--- src/rtl/game_pkg.sv ---
// Shared types and widths for the hit-or-miss game blocks.
package game_pkg;

    localparam int MS_W    = 12;
    localparam int LEVEL_W = 4;
    localparam int MISS_W  = 4;

    typedef enum logic [2:0] {
        IDLE      = 3'd0,
        ARM       = 3'd1,
        WAIT      = 3'd2,
        GAP       = 3'd3,
        GAME_OVER = 3'd4
    } round_state_t;

    // One extra bit on the difference so a step larger than the current length clamps instead of wrapping.
    function automatic logic [MS_W-1:0] shorten_round(input logic [MS_W-1:0] cur,
                                                      input logic [MS_W-1:0] step,
                                                      input logic [MS_W-1:0] floor_ms);
        logic [MS_W:0] diff;
        diff = {1'b0, cur} - {1'b0, step};
        if (diff[MS_W] || (diff[MS_W-1:0] < floor_ms))
            return floor_ms;
        return diff[MS_W-1:0];
    endfunction

endpackage

--- src/rtl/ms_tick_gen.sv ---
// Millisecond prescaler: one-cycle tick on the last count of each TICK_DIV window.
module ms_tick_gen #(
    parameter int TICK_DIV = 50000
) (
    input  logic clk,
    input  logic reset_n,
    input  logic clear,
    input  logic enable,
    output logic tick
);

    localparam int CW = (TICK_DIV > 1) ? $clog2(TICK_DIV) : 1;
    localparam logic [CW-1:0] LAST = CW'(TICK_DIV - 1);

    logic [CW-1:0] cnt;

    assign tick = enable && (cnt == LAST);

    always_ff @(posedge clk or negedge reset_n) begin
        if (!reset_n)
            cnt <= '0;
        else if (clear)
            cnt <= '0;
        else if (enable)
            cnt <= (cnt == LAST) ? '0 : cnt + 1'b1;
    end

endmodule

--- src/rtl/round_controller.sv ---
// Game sequencer: arms rounds, runs the ms countdown, tracks hits/misses/level.
// Optional ROUND_CTRL_PAUSE_EN adds pause_in, which freezes WAIT/GAP timing.
module round_controller
    import game_pkg::*;
#(
    parameter int TICK_DIV       = 50000,
    parameter int ROUND_MS_INIT  = 1000,
    parameter int ROUND_MS_MIN   = 250,
    parameter int ROUND_MS_STEP  = 50,
    parameter int HITS_PER_LEVEL = 5,
    parameter int MAX_MISSES     = 3,
    parameter int GAP_MS         = 200
) (
    input  logic              clk,
    input  logic              reset_n,
    input  logic              start_in,
    input  logic              hit_in,
`ifdef ROUND_CTRL_PAUSE_EN
    input  logic              pause_in,
`endif
    output logic              new_round_out,
    output logic              round_active_out,
    output logic              timer_expired_out,
    output logic [MS_W-1:0]   ms_left_out,
    output logic [LEVEL_W-1:0] level_out,
    output logic [MISS_W-1:0] misses_out,
    output logic              game_over_out
);

    localparam int HIT_W = (HITS_PER_LEVEL > 1) ? $clog2(HITS_PER_LEVEL + 1) : 1;

    round_state_t      state, state_n;
    logic              start_prev, start_edge;
    logic              tick, tick_en, tick_clear, paused;
    logic              start_game, hit_ev, expire_ev;
    logic [MS_W-1:0]   ms_left, round_ms, gap_cnt;
    logic [LEVEL_W-1:0] level;
    logic [MISS_W-1:0] misses;
    logic [HIT_W-1:0]  hit_cnt, hit_cnt_inc;
    logic              timer_expired;

    assign start_edge  = start_in & ~start_prev;
    assign hit_cnt_inc = hit_cnt + 1'b1;

`ifdef ROUND_CTRL_PAUSE_EN
    // Registered so round_active_out has no path from the pause pin.
    logic pause_q;
    always_ff @(posedge clk or negedge reset_n) begin
        if (!reset_n) pause_q <= 1'b0;
        else          pause_q <= pause_in;
    end
    assign paused = pause_q && ((state == WAIT) || (state == GAP));
`else
    assign paused = 1'b0;
`endif

    assign tick_en = ((state == WAIT) || (state == GAP)) && !paused;

    ms_tick_gen #(.TICK_DIV(TICK_DIV)) u_tick (
        .clk     (clk),
        .reset_n (reset_n),
        .clear   (tick_clear),
        .enable  (tick_en),
        .tick    (tick)
    );

    always_ff @(posedge clk or negedge reset_n) begin
        if (!reset_n) state <= IDLE;
        else          state <= state_n;
    end

    always_comb begin
        state_n    = state;
        tick_clear = 1'b0;
        start_game = 1'b0;
        hit_ev     = 1'b0;
        expire_ev  = 1'b0;
        case (state)
            IDLE, GAME_OVER: begin
                if (start_edge) begin
                    start_game = 1'b1;
                    state_n    = ARM;
                end
            end
            ARM: begin
                tick_clear = 1'b1;
                state_n    = WAIT;
            end
            WAIT: begin
                // A hit on the final tick takes priority over expiry.
                if (!paused && hit_in) begin
                    hit_ev     = 1'b1;
                    tick_clear = 1'b1;
                    state_n    = GAP;
                end else if (tick && (ms_left <= MS_W'(1))) begin
                    expire_ev  = 1'b1;
                    tick_clear = 1'b1;
                    state_n    = ((misses + 1'b1) == MISS_W'(MAX_MISSES)) ? GAME_OVER : GAP;
                end
            end
            GAP: begin
                if (tick && (gap_cnt <= MS_W'(1)))
                    state_n = ARM;
            end
            default: state_n = IDLE;
        endcase
    end

    always_ff @(posedge clk or negedge reset_n) begin
        if (!reset_n) begin
            start_prev    <= 1'b1;
            ms_left       <= '0;
            round_ms      <= MS_W'(ROUND_MS_INIT);
            gap_cnt       <= '0;
            level         <= '0;
            misses        <= '0;
            hit_cnt       <= '0;
            timer_expired <= 1'b0;
        end else begin
            start_prev    <= start_in;
            timer_expired <= expire_ev;

            if (start_game) begin
                misses   <= '0;
                level    <= '0;
                hit_cnt  <= '0;
                round_ms <= MS_W'(ROUND_MS_INIT);
            end

            if (state == ARM)
                ms_left <= round_ms;
            else if (hit_ev || expire_ev)
                ms_left <= '0;
            else if ((state == WAIT) && tick)
                ms_left <= ms_left - 1'b1;

            if (hit_ev || expire_ev)
                gap_cnt <= MS_W'(GAP_MS);
            else if ((state == GAP) && tick)
                gap_cnt <= gap_cnt - 1'b1;

            if (expire_ev)
                misses <= misses + 1'b1;

            if (hit_ev) begin
                if (hit_cnt_inc == HIT_W'(HITS_PER_LEVEL)) begin
                    hit_cnt  <= '0;
                    if (level != '1)
                        level <= level + 1'b1;
                    round_ms <= shorten_round(round_ms, MS_W'(ROUND_MS_STEP), MS_W'(ROUND_MS_MIN));
                end else begin
                    hit_cnt <= hit_cnt_inc;
                end
            end
        end
    end

    assign new_round_out     = (state == ARM);
    assign round_active_out  = (state == WAIT) && !paused;
    assign game_over_out     = (state == GAME_OVER);
    assign timer_expired_out = timer_expired;
    assign ms_left_out       = ms_left;
    assign level_out         = level;
    assign misses_out        = misses;

endmodule

--- config.mk ---
export PLATFORM = sky130hd
export DESIGN_NAME = round_controller
export DESIGN_NICKNAME = d
export VERILOG_FILES = /design/src/rtl/game_pkg.sv /design/src/rtl/ms_tick_gen.sv /design/src/rtl/round_controller.sv
export SDC_FILE = /design/constraint.sdc
export NUM_CORES = 1
export LEC_CHECK = 0
export ABC_CLOCK_PERIOD_IN_PS = 9270
export CAP_MARGIN = 5
export CORE_UTILIZATION = 45
export CTS_BUF_LIST = sky130_fd_sc_hd__clkbuf_4 sky130_fd_sc_hd__clkbuf_8
export DETAILED_ROUTE_END_ITERATION = 10
export PLACE_DENSITY = 0.66
export REMOVE_ABC_BUFFERS = 1
export SKIP_LAST_GASP = 1
export SLEW_MARGIN = 30
export SYNTH_ARGS = -nofsm -noshare
export SYNTH_HDL_FRONTEND = slang
export SYNTH_HIERARCHICAL = 1
export SYNTH_SLANG_ARGS = --single-unit
--- constraint.sdc ---
create_clock -name clk -period 9.27 [get_ports clk]
set_input_delay 1.854 -clock clk [delete_from_list [all_inputs] [get_ports clk]]
set_output_delay 1.854 -clock clk [all_outputs]
set_load 0.005 [all_outputs]
Yosys cells after proc, flatten, opt, wreduce, memory -nomap -nowiden. Index checks and enable logic that the tools add are counted.

Bits in registers: 68. Bits of input ports: 4. Output and inout port bits: 24.

Add/sub/neg operators: 7. Order comparisons: 3. Equality and inequality tests: 11. Muxes and demuxes: 40. Bitwise logic cells: 2. Reductions and logical operators: 16.

Operator list (number): $mux W12 (10); $mux W16 (3); $le A12 B1 Y1 const B (2); $mux W3 (8); $mux W4 (6); $sub A12 B1 Y12 const B (2); $add A16 B1 Y16 const B (1); $eq A16 B16 Y1 const B (1); $sub A12 B6 Y13 const B (1); $lt A12 B8 Y1 const B (1); $pmux W3 S4 (1); $mux W1 (11); $add A4 B1 Y4 const B (2); $reduce_bool A2 Y1 (4); $eq A3 B2 Y1 const B (2); $eq A3 B3 Y1 const B (2); $logic_and A1 B1 Y1 (5); $eq A4 B2 Y1 const B (1); $ne A4 B4 Y1 const B (1); $add A3 B1 Y3 const B (1); $eq A3 B1 Y1 const B (1); $logic_not A3 Y1 (1); $logic_or A1 B1 Y1 (3); $ne A3 B2 Y1 const B (1); other kinds (8) (8).

Logic depth before layout (Yosys ltp). Gate-level depths: netlist of run 1.

Depth after elaboration: 10. Mapped depth: 13.

Hierarchy. Netlist of run 1, hierarchy kept.

By module, submodules not included: round_controller (times used 1, cells an instance 348, area each 3030.4 µm², seq. area each 1310.0 µm²); ms_tick_gen (times used 1, cells an instance 95, area each 991.0 µm², seq. area each 400.4 µm²).

Least setup slack after synthesis of run 1. No wires, ideal clock.

Kind: input-to-reg. Start: in hit_in. End: reg u_tick.cnt[7]. Arrival: 3.115 ns. Required time: 9.144 ns. Path slack: 6.029 ns. Stages on the path: 8. Cell sequence: inv_1 > a21oi_1 > or2_2 > clkbuf_1 > or2_2 > and3_2 > xnor2_1 > nor2_1.

Cells in the longest elaborated chain, start to end: 3.

RTL lines: start: declaration (RTL line round_controller.sv:17) `input logic hit_in,`; $mux W1 (*) (RTL line round_controller.sv:91) `if (!paused && hit_in) begin`; $pmux W1 S2 (*) (RTL line round_controller.sv:78) `case (state)`; named net tick_clear (RTL line round_controller.sv:34) `logic tick, tick_en, tick_clear, paused;`; $mux W16 or $reduce_bool A2 Y1 (tied branches); end signal: assignment (RTL line ms_tick_gen.sv:25) `cnt <= (cnt == LAST) ? '0 : cnt + 1'b1;`; end: declaration (RTL line ms_tick_gen.sv:15) `logic [CW-1:0] cnt;`.

The timed path passes the listed nets; every way through them passes the cells marked *. A chain may end at the register's enable or synchronous reset.

Worst setup path in the final report of run 1.
Start: reg state[1]. End: out round_active_out.

Cells in the longest elaborated chain, start to end: 1.

RTL lines: start: declaration (RTL line round_controller.sv:32) `round_state_t state, state_n;`; start signal: assignment (RTL line round_controller.sv:69) `else state <= state_n;`; $eq A3 B2 Y1 (RTL line round_controller.sv:159) `assign round_active_out = (state == WAIT) && !paused;`; end: declaration (RTL line round_controller.sv:22) `output logic round_active_out,`.

No other way between the ends.

==> results of run 1 <==
[worst min-delay path, stage by stage (launching register included)]
cell and delay, ns:
dfrtp_1 0.35, nand2_1 0.05, o31ai_1 0.05
[sequential cells by signal, summed over array words and instances (netlist names)]
signal,flops
round_ms,12
level_out,4
u_tick/cnt,16
start_prev,1
gap_cnt,12
state,3
timer_expired_out,1
misses_out,4
hit_cnt,3
ms_left_out,12
[per-stage QoR]
step	total power, mW	instance area [µm²]	hold WS, ns	setup slack (ns)	utilization
finish	0.632	4630	0.488	5.29	0.534
global route	0.653	4630	0.537	5.17	0.534
CTS	0.636	4610	0.491	5.33	0.532
detailed placement	0.331	4370	0.470	5.16	0.503
global placement	0.330	4370	0.461	5.23	0.503
floorplan	0.319	3940	0.440	5.57	-
[area by class of cell]
class                      count  area, µm²
sequential                    68       1710
clock inverter                 7        124
tap                          108        135
inverter                      17       63.8
clock buffer                   9        124
multi-input combinational    340       2170
fill                         821       4050
timing repair buffer          31        308
[how the worst max path moves through the flow]
stage | from | endpoint | slack [ns] | cells past startpoint
after floorplan | hit_in | u_tick/cnt[9] | 5.57 | 7
after global placement | hit_in | round_ms[10] | 5.23 | 7
after detailed placement | hit_in | round_ms[10] | 5.16 | 7
after CTS | state[1] | round_active_out | 5.33 | 4
after global routing | state[1] | round_active_out | 5.17 | 4
final | state[1] | round_active_out | 5.29 | 4
[logic make-up (layout without fill, tap and decap cells)]
family | count (synthesis) | in the layout | synth area share
AOI/OAI and AO/OA | 98 | 98 | 0.167
adders and majority gates | 11 | 11 | 0.0342
muxes | 3 | 3 | 0.00809
DFF | 68 | 68 | 0.425
buffers and inverters | 35 | 64 | 0.0367
and+or+nand+nor | 198 | 198 | 0.263
xor gates and xnor gates | 30 | 30 | 0.0653
[synthesized netlist by cell type (3+ instances only)]
library cell,number,area [µm²]
dfrtp_1,61,1530
nand2_1,50,188
nor2_1,45,169
o21ai_0,31,155
nand3_1,18,90.1
a21oi_1,17,85.1
xnor2_1,17,149
inv_1,16,60.1
xor2_1,13,114
ha_1,11,138
nand2b_1,11,68.8
nand4_1,11,68.8
nor3_1,11,55.1
clkbuf_1,10,37.5
o31ai_1,9,67.6
dfstp_2,7,184
or3_1,7,43.8
and3_1,6,37.5
nor4_1,6,37.5
and2_1,5,31.3
a31oi_1,4,25.0
buf_2,4,20.0
o21a_1,4,30.0
o22ai_1,4,25.0
nor2b_1,3,18.8
nor3b_1,3,22.5
nor4b_1,3,26.3
o2111ai_1,3,26.3
o211ai_1,3,22.5
[power breakdown]
part | internal (mW) | leakage, nW | switching [mW] | total [mW]
logic | 0.00828 | 0.913 | 0.0125 | 0.0207
registers | 0.300 | 0.814 | 0.00501 | 0.305
clock network | 0.180 | 0.120 | 0.126 | 0.306
total | 0.489 | 1.85 | 0.143 | 0.632
[routing by layer]
metal / wire (µm) / vias to the layer above / GRT usage
met5: 0 / - / 0
met4: 121 / 0 / 0.0772
met3: 391 / 13 / 0.0391
met2: 4260 / 79 / 0.337
met1: 4270 / 1622 / 0.302
li1: - / 1638 / -
==> impl_metrics.yaml, run 1 <==
place:
  io_buffer_count: 27
  dp_hpwl_um: 6170
  gp_congestion: 0.894
  place_inst: 563
min_path:
  min_from: "round_ms[0]"
  min_path_type: "reg -> reg"
  hold_path_depth: 2
  min_to: "ms_left_out[0]"
detailed_routing:
  dr.pass1.iters: 5
  via_count: 3352
  route.detailed.drc: 0
  wl_per_cell_um: 15.6
  vias_per_cell: 5.78
  ant_nets: 0
  wirelength_um: 9050
  drt_iter0_drc: 169
clocking:
  cts_resized: 0
  clkLatencyLatePin_ns: 0.35
  cts_hold_buf: 0
  cts_tree: "done"
  clkTransAtPathRegs_ns: 0.08
  htreeDepth: 3
  numCtsBuffers: 9
  root_buffer: "clkbuf_8"
  postCtsSetupRepairBufs: 0
  clkSinkCount: 68
  cts_buffer_depth: 2
setup_path:
  reg2reg_to: "u_tick/cnt[9]"
  reg2reg_slack_ns: 5.71
  crit_path_start_kind: "flip-flop"
  cp_num_buf_inv: 2
  crit_fanout: 12
  critPathSlowestCell: "clkdlybuf4s50_1"
  worstPathRequired_ns: 7.42
  crit_family: "buffers and inverters"
  path_cells: "and2b_2, nand2b_1, clkinv_1, clkdlybuf4s50_1"
  worst-setup-path-type: "reg -> out"
  endpoint_kind: "primary output"
  r2r_start: "u_tick/cnt[1]"
  rr_worst_depth: 13
  cpPeakStageDelay_ns: 0.55
  arrival_ns: 2.12
layout:
  nets: 482
  drive_gt1_frac: 0.102
  final_cell_mix: "dfrtp_1 (61), nand2_1 (50), nor2_1 (45), o21ai_0 (31), clkdlybuf4s50_1 (26)"
  final_common_cell: "dfrtp_1"
  antenna_cells: 0
  area_growth_pct: 15.2
  instances_no_fill: 580
floorplanning:
  dieArea_um2: 9320
  rows: 34
  start_util: 0.463
  dieWidth_um: 96.5
  io_pins: 28
  core_um2: 8680
  die_h_um: 96.5
synthesis:
  synthArstFlopShare: 1.00
  synth_cells: 443
  synth_area_um2: 4020
  ys_seq_elements: 68
  yosys_most_used_dff: "dfrtp_1"
  yosysUniqueCellTypes: 71
  syn_avg_cell_area_um2: 9.08
  synth_edf_count: 0
  synth_warnings: 6
  ys_seq_area_frac: 0.425
global_route:
  grt.overflow.total: 0
  antenna_found_initial: 0
  grt_pass1_vias: 3231
  grt_first_pass_wirelength_um: 15500
  gr-usage-all-layers: 0.216
  grt_max_degree: 69
timing:
  finalSetupViolCount: 0
  slew_headroom: 0.385
  finalMaxSlewViolations: 0
  fin_crit_ns: 3.98
  rsz0062_at_grt: "false"
  max_freq_mhz: 251
  final_hold_viol_count: 0
  worst_pin_slew_ns: 0.916
  finalCritPeriodShare: 0.429
  setup_tns_ns: 0
  finClkSkew_ns: 0.00565
power:
  power.density_nw_per_um2: 136
  p_leak_nw: 1.85
  vdd_drop_max_uv: 84.6
run:
  max_cap_violations: 0
status:
  status: "complete, no violations"
Power figures use the tool's default switching activity.
==> run 2: changes to the inputs <==
Settings changed: ABC_CLOCK_PERIOD_IN_PS 9270 to 3500, PLACE_DENSITY 0.66 to 0.68.
Clock period 9.27 ns to 3.5 ns, I/O delays scaled along.
==> impl_metrics.yaml, run 2 (synthesis gave the netlist of run 1 again) <==
setup_path:
  worst-setup-path-type: "reg -> reg"
  crit_path_start_kind: "flip-flop"
  reg2reg_to: "u_tick/cnt[9]"
  critPathLaunch: "u_tick/cnt[0]"
  r2r_start: "u_tick/cnt[0]"
  arrival_ns: 3.24
  worstPathRequired_ns: 3.73
  crit_fanout: 13
  crit_path_end: "u_tick/cnt[9]"
  reg2reg_slack_ns: 0.49
  endpoint_kind: "flip-flop"
  rr_worst_depth: 13
detailed_routing:
  route.detailed.drc: 0
  wl_met1_um: 4120
  vias_per_cell: 5.77
  via_count: 3374
  dr.max_layer_used: "met4"
  wl_met3_um: 366
  wl_met2_um: 4220
  dr.pass1.iters: 4
  drt_iter0_drc: 126
  wl_per_cell_um: 15.1
  ant_nets: 0
  wirelength_um: 8860
layout:
  fin_util: 0.537
  final_cell_mix: "dfrtp_1 (61), nand2_1 (50), nor2_1 (45), o21ai_0 (31), clkdlybuf4s50_1 (26)"
  multiInputGateArea_um2: 2170
  nets: 487
  regArea_um2: 1710
  n_fill_cell: 805
  drive_gt1_frac: 0.111
  final_common_cell: "dfrtp_1"
  area_growth_pct: 16.0
  largest-register: "u_tick/cnt"
  largest_reg_flops: 16
  instances_no_fill: 585
  antenna_cells: 0
place:
  dp_hpwl_um: 6270
  place_inst: 569
  gp_congestion: 0.872
  io_buffer_count: 27
  post-place-ws_ns: 0.508
floorplanning:
  core_um2: 8680
  dieArea_um2: 9320
  dieWidth_um: 96.5
  die_h_um: 96.5
  rows: 34
  io_pins: 28
  start_util: 0.463
clocking:
  cts_resized: 0
  htreeDepth: 3
  clkTransAtPathRegs_ns: 0.07
  cts_buffer_depth: 2
  cts_tree: "done"
  clkLatencyLatePin_ns: 0.35
  postCtsSetupRepairBufs: 0
  cts_hold_buf: 0
  root_buffer: "clkbuf_8"
  clkSinkCount: 68
  numCtsBuffers: 9
global_route:
  gr-usage-all-layers: 0.210
  grt_pass1_vias: 3148
  grt.overflow.total: 0
  antenna_found_initial: 0
  grt_max_degree: 57
  grt_first_pass_wirelength_um: 14900
power:
  p_leak_nw: 1.87
  power_mw: 1.63
  power.density_nw_per_um2: 350
  vdd_drop_max_uv: 210
run:
  max_cap_violations: 0
timing:
  final_hold_viol_count: 0
  rsz0062_at_grt: "false"
  setup_tns_ns: 0
  slew_headroom: 0.624
  worst_pin_slew_ns: 0.560
  fin_crit_ns: 3.01
  max_freq_mhz: 332
  finClkSkew_ns: 0.00582
  setup_slack_ns: 0.488
  finalSetupViolCount: 0
  finalCritPeriodShare: 0.861
  finalMaxSlewViolations: 0
status:
  status: "complete, no violations"
min_path:
  min_path_type: "in -> async"
run 2: final cells by class:
type / instances / share of cell area
flip-flops and latches: 68 / 0.367
well taps: 108 / 0.0290
clock buffers: 13 / 0.0370
inverters: 17 / 0.0137
repair buffers: 36 / 0.0741
clock inverters: 3 / 0.0145
multi-input cells: 340 / 0.465
run 2: per-stage QoR:
| stage | hold WS, ns | instance area [µm²] |
|---|---|---|
| floorplan | 0.404 | 3940 |
| global placement | 0.471 | 4420 |
| detailed placement | 0.481 | 4420 |
| CTS | 0.237 | 4660 |
| global route | 0.250 | 4660 |
| finish | 0.245 | 4660 |
run 2: worst max-delay path, stage by stage (launching register included):
cell	delay, ns
dfrtp_1	0.41
ha_1	0.24
and4_4	0.28
nand4_2	0.17
nor2_1	0.14
buf_4	0.15
nor2b_1	0.13
o2111ai_1	0.14
a21oi_1	0.21
or2_2	0.27
o2111ai_1	0.25
nor4_1	0.29
xnor2_1	0.16
nor2_1	0.06
run 2: how the worst min path moves through the flow:
stage                     cells after the start                 to        start  slack (ns)
after CTS                                     1         hit_cnt[2]      reset_n        0.24
after detailed placement                      2     ms_left_out[0]  round_ms[0]        0.48
final                                         1  timer_expired_out      reset_n        0.24
after global routing                          1      misses_out[1]      reset_n        0.25
after global placement                        2     ms_left_out[0]  round_ms[0]        0.47
after floorplan                               0         gap_cnt[0]      reset_n        0.40
run 2: where the power goes:
part,switching [mW],internal (mW),total [mW]
Clock,0.302,0.468,0.770
Sequential,0.0120,0.796,0.808
Combinational,0.0322,0.0211,0.0533
run 2: layer usage:
| metal | global-route usage | vias up |
|---|---|---|
| met4 | 0.0748 | 0 |
| met3 | 0.0469 | 17 |
| li1 | - | 1646 |
| met5 | 0 | - |
| met1 | 0.278 | 1642 |
| met2 | 0.339 | 69 |
==> run 3: changes to the inputs <==
Settings changed: CAP_MARGIN 5 to 30.
==> results of run 3 <==
Final layout, timing and power as in run 2 (identical DEF).
